### src/rtl/uart_tx_cfg.sv
// uart_tx_cfg -- configurable UART transmitter.
//
// Sends 1 start bit, DATA_BITS data bits (LSB first), an optional parity bit
// and STOP_BITS stop bits. Every bit lasts MAIN_CLK/BAUD clk cycles.
//
// Optional feature macro: UART_TX_CFG_PARITY_EN
//   defined   -> one parity bit follows the data bits
//                (even: XOR of the data, odd: its inverse, chosen by parity_odd)
//   undefined -> no parity bit; parity_odd is present but ignored
//
// Parameters:
//   MAIN_CLK  clock frequency in Hz
//   BAUD      line rate in bit/s
//   DATA_BITS data bits per frame (5..9)
//   STOP_BITS stop bits per frame (1 or 2)
//
// Ports:
//   clk            system clock, rising edge
//   rst_n          asynchronous active-low reset
//   data_in        word to transmit
//   data_in_valid  producer offers data_in
//   data_in_ready  word is accepted on this cycle's rising edge if valid
//   parity_odd     1 = odd parity, 0 = even parity
//   busy           frame in progress
//   tx             serial line, idle high, registered
module uart_tx_cfg #(
  parameter int MAIN_CLK  = 100000000,
  parameter int BAUD      = 115200,
  parameter int DATA_BITS = 8,
  parameter int STOP_BITS = 1
) (
  input  logic                 clk,
  input  logic                 rst_n,
  input  logic [DATA_BITS-1:0] data_in,
  input  logic                 data_in_valid,
  output logic                 data_in_ready,
  input  logic                 parity_odd,
  output logic                 busy,
  output logic                 tx
);

  localparam int BAUD_DIVIDE = MAIN_CLK / BAUD;
  localparam int DIVW        = $clog2(BAUD_DIVIDE);
  localparam int BCW         = $clog2(DATA_BITS);

  if (BAUD_DIVIDE < 2) begin : g_bad_divide
    $error("uart_tx_cfg: MAIN_CLK/BAUD must be at least 2");
  end
  if (DATA_BITS < 5 || DATA_BITS > 9) begin : g_bad_data_bits
    $error("uart_tx_cfg: DATA_BITS must be in 5..9");
  end
  if (STOP_BITS < 1 || STOP_BITS > 2) begin : g_bad_stop_bits
    $error("uart_tx_cfg: STOP_BITS must be 1 or 2");
  end

  typedef enum logic [2:0] {
    IDLE,
    START,
    DATA,
`ifdef UART_TX_CFG_PARITY_EN
    PARITY,
`endif
    STOP
  } state_t;

  state_t                state_q, state_d;
  logic [DIVW-1:0]       div_q, div_d;
  logic [BCW-1:0]        bit_q, bit_d;
  logic                  stop_q, stop_d;
  logic [DATA_BITS-1:0]  shreg_q, shreg_d;
  logic                  tx_d;
  logic                  bit_end;
  logic                  accept;

`ifdef UART_TX_CFG_PARITY_EN
  logic                  par_q, par_d;
`else
  logic                  unused_parity_odd;
  assign unused_parity_odd = parity_odd;
`endif

  assign bit_end = (div_q == DIVW'(BAUD_DIVIDE - 1));

  // Ready depends on registered state only, never on data_in_valid.
  assign data_in_ready = (state_q == IDLE) ||
                         ((state_q == STOP) && (stop_q == 1'(STOP_BITS - 1)) && bit_end);
  assign accept        = data_in_valid && data_in_ready;
  assign busy          = (state_q != IDLE);

  always_ff @(posedge clk or negedge rst_n) begin
    if (!rst_n) begin
      state_q <= IDLE;
      div_q   <= '0;
      bit_q   <= '0;
      stop_q  <= 1'b0;
      shreg_q <= '0;
      tx      <= 1'b1;
`ifdef UART_TX_CFG_PARITY_EN
      par_q   <= 1'b0;
`endif
    end else begin
      state_q <= state_d;
      div_q   <= div_d;
      bit_q   <= bit_d;
      stop_q  <= stop_d;
      shreg_q <= shreg_d;
      tx      <= tx_d;
`ifdef UART_TX_CFG_PARITY_EN
      par_q   <= par_d;
`endif
    end
  end

  always_comb begin
    state_d = state_q;
    div_d   = div_q;
    bit_d   = bit_q;
    stop_d  = stop_q;
    shreg_d = shreg_q;
`ifdef UART_TX_CFG_PARITY_EN
    par_d   = par_q;
`endif

    if (state_q != IDLE) begin
      div_d = bit_end ? '0 : div_q + 1'b1;
    end

    case (state_q)
      IDLE: begin
        div_d = '0;
      end
      START: begin
        if (bit_end) begin
          state_d = DATA;
          bit_d   = '0;
        end
      end
      DATA: begin
        if (bit_end) begin
          shreg_d = {1'b0, shreg_q[DATA_BITS-1:1]};
          if (bit_q == BCW'(DATA_BITS - 1)) begin
`ifdef UART_TX_CFG_PARITY_EN
            state_d = PARITY;
`else
            state_d = STOP;
`endif
            stop_d  = 1'b0;
          end else begin
            bit_d = bit_q + 1'b1;
          end
        end
      end
`ifdef UART_TX_CFG_PARITY_EN
      PARITY: begin
        if (bit_end) begin
          state_d = STOP;
          stop_d  = 1'b0;
        end
      end
`endif
      STOP: begin
        if (bit_end) begin
          if (stop_q == 1'(STOP_BITS - 1)) begin
            state_d = IDLE;
          end else begin
            stop_d = stop_q + 1'b1;
          end
        end
      end
      default: begin
        state_d = IDLE;
        div_d   = '0;
      end
    endcase

    // Acceptance overrides the normal step; in the last stop cycle this
    // turns the IDLE exit into a direct START with no idle gap.
    if (accept) begin
      state_d = START;
      div_d   = '0;
      shreg_d = data_in;
`ifdef UART_TX_CFG_PARITY_EN
      par_d   = (^data_in) ^ parity_odd;
`endif
    end

    // tx is registered from the next-state decode so the line level
    // lines up exactly with the state it belongs to.
    case (state_d)
      START:   tx_d = 1'b0;
      DATA:    tx_d = shreg_d[0];
`ifdef UART_TX_CFG_PARITY_EN
      PARITY:  tx_d = par_d;
`endif
      default: tx_d = 1'b1;
    endcase
  end

endmodule
### config.mk
export PLATFORM = sky130hd
export DESIGN_NAME = uart_tx_cfg
export DESIGN_NICKNAME = d
export VERILOG_FILES = /design/src/rtl/uart_tx_cfg.sv
export SDC_FILE = /design/constraint.sdc
export NUM_CORES = 1
export LEC_CHECK = 0
export ABC_AREA = 0
export BUFFER_PORTS_ARGS = -buffer_cell sky130_fd_sc_hd__buf_2
export CELL_PAD_IN_SITES_DETAIL_PLACEMENT = 0
export CELL_PAD_IN_SITES_GLOBAL_PLACEMENT = 1
export CORE_MARGIN = 4
export CORE_UTILIZATION = 40
export CTS_BUF_LIST = sky130_fd_sc_hd__clkbuf_16
export CTS_CLUSTER_DIAMETER = 30
export CTS_CLUSTER_SIZE = 40
export DETAILED_ROUTE_END_ITERATION = 6
export PLACE_DENSITY = 0.85
export SLEW_MARGIN = 20
export SYNTH_ARGS = -nofsm -noshare
export SYNTH_HDL_FRONTEND = slang
export SYNTH_SLANG_ARGS = --single-unit
### constraint.sdc
create_clock -name clk -period 1.75 [get_ports clk]
set_input_delay 0.35 -clock clk [delete_from_list [all_inputs] [get_ports clk]]
set_output_delay 0.35 -clock clk [all_outputs]
set_load 0.05 [all_outputs]
== Yosys cells after proc, flatten, opt, wreduce, memory -nomap -nowiden ==
Cells that the tools add are included.
Word-level totals
  register bits after elaboration: 26
  logic and storage cells: 62
  bits of input ports: 12
  output and inout port bits: 3
Operators by class
  bitwise operators: 1
  muxes and demuxes: 24
  add/sub/neg operators: 3
  equality and inequality tests: 13
  reductions and logical operators: 14
Operator list (count)
  $mux 10: 4
  $mux 3: 9
  $mux 8: 3
  $pmux 3 s4: 1
  $add 10x1->10 const B: 1
  $eq 10x10->1 const B: 1
  $ne 2x2->1 const B: 5
  $eq 3x2->1 const B: 3
  $reduce_and 4->1: 2
  $reduce_bool 2->1: 4
  $eq 3x1->1 const B: 2
  $pmux 3 s2: 1
  $mux 1: 4
  $pmux 1 s2: 2
  $add 3x1->3 const B: 1
  $eq 3x3->1 const B: 1
  $logic_and 1x1->1: 3
  $logic_not 3->1: 1
  $ne 3x1->1 const B: 1
  $reduce_bool 3->1: 1
  $reduce_or 3->1: 1
  $reduce_and 2->1: 1
  $add 1x1->1 const B: 1
  $logic_or 1x1->1: 1
  $not 1->1: 1

== Longest topological paths before layout ==
  word-level depth: 8
  depth in mapped cells: 7
  mapped depth without buffers: 6

== Worst setup path before layout ==
No wires, ideal clock.
  kind: reg2out
  from: register div_q[0]
  to: output port data_in_ready
  stages on the path, launching flop included: 5
  data required time: 1.400 ns
  arrival: 1.788 ns
  path buffers: 0
  setup slack: -0.388 ns
  cell sequence: dfrtp_1 -> ha_1 -> nor4bb_1 -> nand4_1 -> a21oi_1
Between the ends
  cells in the longest elaborated chain, start to end: 3
Ends and longest elaborated chain
  from (decl): RTL line 67  | logic [DIVW-1:0] div_q, div_d;
  from (signal assigned): RTL line 103  | div_q <= div_d;
  $eq 10x10->1: RTL line 82  | assign bit_end = (div_q == DIVW'(BAUD_DIVIDE - 1));
  $logic_and 1x1->1: RTL line 86  | ((state_q == STOP) && (stop_q == 1'(STOP_BITS - 1)) && bit_end);
  $logic_or 1x1->1: RTL line 85  | assign data_in_ready = (state_q == IDLE) ||
  to (decl): RTL line 36  | output logic data_in_ready,
Every way passes these cells.

== Final worst setup path ==
  from: register div_q[7]
  to: output port data_in_ready
Same word-level chain as after synthesis.

==> impl_metrics.py <==
metrics = {
    "yosys": {
        "synth_area_leaders": "dfrtp_1 46%, nor2_1 5.2%, a21o_1 4.1%",
        "netlist_instances": 128,
        "synth_edf_count": 0,
        "yosysWarnings": 0,
        "synth_top_area_share": 0.463,
        "synth_top_family_by_area": "simple AND/OR/NAND/NOR gates",
        "syn_avg_cell_area_um2": 10.1,
        "ys_types": 37,
        "ys_ff_latch": 25,
        "synth_fa_ha_area_frac": 0.0289,
        "synth_common_cells": "24 x dfrtp_1, 18 x nor2_1, 10 x nand2_1, 7 x a21o_1, 6 x a22o_1",
        "synth-compound-area-share": 0.149,
        "async_flop_share": 1.00,
        "synth_simple_gate_area_share": 0.248,
        "synth_nets": 143,
        "synth_top_area_cell": "dfrtp_1",
        "synthMuxAreaShare": 0.00771,
        "synth_most_common_cell": "dfrtp_1",
        "ys.flop_type": "dfrtp_1",
        "synth-xor-area-share": 0.0608,
        "yosysSeqAreaShare": 0.483,
        "syn-cell-area_mm2": 0.00130,
    },
    "final_layout": {
        "diodes": 0,
        "final_cells": 208,
        "final_util": 0.568,
        "nFillCells": 280,
        "fin_nets": 180,
        "syn2layout_area_growth_pct": 34.8,
        "drive_gt1_frac": 0.335,
    },
    "sta": {
        "tns_ns": -0.518,
        "min_period_ns": 1.96,
        "slew_viol_final": 0,
        "fin_ws_ns": -0.213,
        "finalHoldViolCount": 0,
        "final.period_utilization": 1.12,
        "rsz0062_at_grt": "true",
        "final-setup-viol-count": 12,
        "finClkSkew_ns": 0.00192,
        "hold_slack_ns": 0.0687,
        "max_freq_mhz": 509,
        "worst_slew_pin_slew_ns": 0.539,
        "max_slew_margin": 0.641,
    },
    "routing": {
        "dr.pass1.iters": 4,
        "drc": 0,
        "dr.first_iter.drc_count": 22,
        "num_vias": 1060,
        "final_antenna_net_count": 0,
        "avgViaCountPerCell": 5.10,
        "wl_um": 2610,
        "wire_per_inst_um": 12.6,
    },
    "floorplan": {
        "io-pin-count": 15,
        "core-area_mm2": 0.00308,
        "start_util": 0.422,
        "die-area_mm2": 0.00422,
        "die_y_um": 65.0,
        "rows": 20,
        "die_width_um": 65.0,
    },
    "critical_path": {
        "critPathKind": "flop to output port",
        "critPathMaxFanout": 2,
        "end_kind": "output port",
        "start_kind": "flop",
        "r2r_slack_ns": -0.11,
        "reg2reg_from": "div_q[0]",
        "worstPathRequired_ns": 1.40,
        "r2r_end": "bit_q[0]",
        "r2r_cells": 5,
        "arrival_ns": 1.61,
    },
    "power_and_ir_drop": {
        "p_leak_nw": 0.801,
        "vdd_drop_max_uv": 336,
        "power_density_mw_per_mm2": 740,
    },
    "clocking": {
        "clockBufferDepth": 2,
        "cts.sinks": 25,
        "cts_tree": "done",
        "clock_latency_ns": 0.26,
        "htree_levels": 1,
        "cts_buffers": 3,
        "clkTransAtPathRegs_ns": 0.06,
        "cts_hold_buffers": 0,
        "cts-root-buf": "clkbuf_16",
    },
    "global_routing": {
        "grt_max_degree": 26,
        "grt_usage": 0.138,
        "overflow": 0,
        "antenna_found_initial": 0,
        "grt_pass1_vias": 994,
        "grt_pass1_wl_um": 4620,
    },
    "hold_path": {
        "hp-class": "input pin to asynchronous set/reset pin",
    },
    "status": {
        "outcome": "finished, violations left",
        "violations": "negative setup slack",
    },
    "placed_design": {
        "dpl.hpwl_um": 1880,
        "gp_congestion": 0.840,
        "io_buffers": 13,
        "dp.cells": 200,
    },
    "job": {
        "maxCapViolCount": 0,
    },
}
metrics by stage:
step / power, mW / instance area [um2] / setup WS (ns)
after floorplan: 0.727 / 1310 / -0.0624
after global placement: 0.774 / 1570 / -0.0815
after detailed placement: 0.780 / 1570 / -0.109
after CTS: 1.30 / 1710 / -0.234
after global routing: 1.36 / 1750 / -0.290
final: 1.29 / 1750 / -0.213
area by class of cell:
type                            count  area, um2  area share
Multi-Input combinational cell     97        703       0.402
Clock inverter                      1       7.51     0.00429
Timing Repair Buffer               37        278       0.159
Sequential cell                    25        627       0.358
Tap cell                           44       55.1      0.0315
Inverter                            1       3.75     0.00215
Clock buffer                        3       75.1      0.0429
state kept, by name, indices dropped and copies added (netlist names):
name,count
div_q,10
tx,1
bit_q,3
state_q,3
shreg_q,8
metal layers:
layer	GRT usage	vias up	routed length (um)
met3	0.0156	2	85
li1	-	525	-
met2	0.238	16	1290
met4	0.0317	0	19
met5	0	-	0
met1	0.186	517	1220
worst max-delay path by stage:
| stage | startpoint | to | slack (ns) | cells past startpoint |
|---|---|---|---|---|
| after CTS | div_q[7] | data_in_ready | -0.23 | 5 |
| after floorplan | div_q[0] | tx | -0.06 | 6 |
| after global routing | div_q[7] | data_in_ready | -0.29 | 5 |
| after detailed placement | div_q[0] | data_in_ready | -0.11 | 5 |
| final | div_q[7] | data_in_ready | -0.21 | 5 |
| after global placement | div_q[1] | data_in_ready | -0.08 | 5 |
repair_timing:
item / in CTS / in global routing
setup buffers: 1 / 3
pin swaps: 6 / 6
resized for setup: 10 / 6
setup endpoints to repair: 13 / 16
report_power, final:
group,internal (mW),switching [mW]
logic,0.0722,0.0765
registers,0.616,0.0199
clock network,0.310,0.200
cell families (layout without fill, tap and decap cells):
kind of cell             after synthesis  in the layout
XOR/XNOR                               9              9
other                                  1              1
flip-flops                            25             25
AO/OA/AOI/OAI                         26             26
buffers and inverters                  6             42
multiplexers                           1              1
AND/OR/NAND/NOR                       57             57
adder cells (fa/ha/maj)                3              3
cell usage in the layout (no fill, tap or decap), types with 2 or more instances in the layout:
master / instances
xnor2_1: 5
a21o_1: 7
buf_4: 21
xor2_1: 4
clkbuf_16: 3
o21ai_1: 2
and4_1: 2
nand2b_1: 5
o21ai_0: 3
ha_1: 2
nand2_1: 10
or3b_4: 2
dfrtp_1: 24
a22o_1: 6
buf_6: 4
buf_2: 11
nand3_1: 4
a21oi_1: 2
nor2_1: 18
nand4_1: 2
critical path: stages, from the launching register on:
cell and delay (ns):
dfrtp_1 0.38, nor4bb_1 0.30, buf_4 0.16, nand4_1 0.17
a21oi_4 0.17, buf_6 0.17
Power figures use the tool's default switching activity.
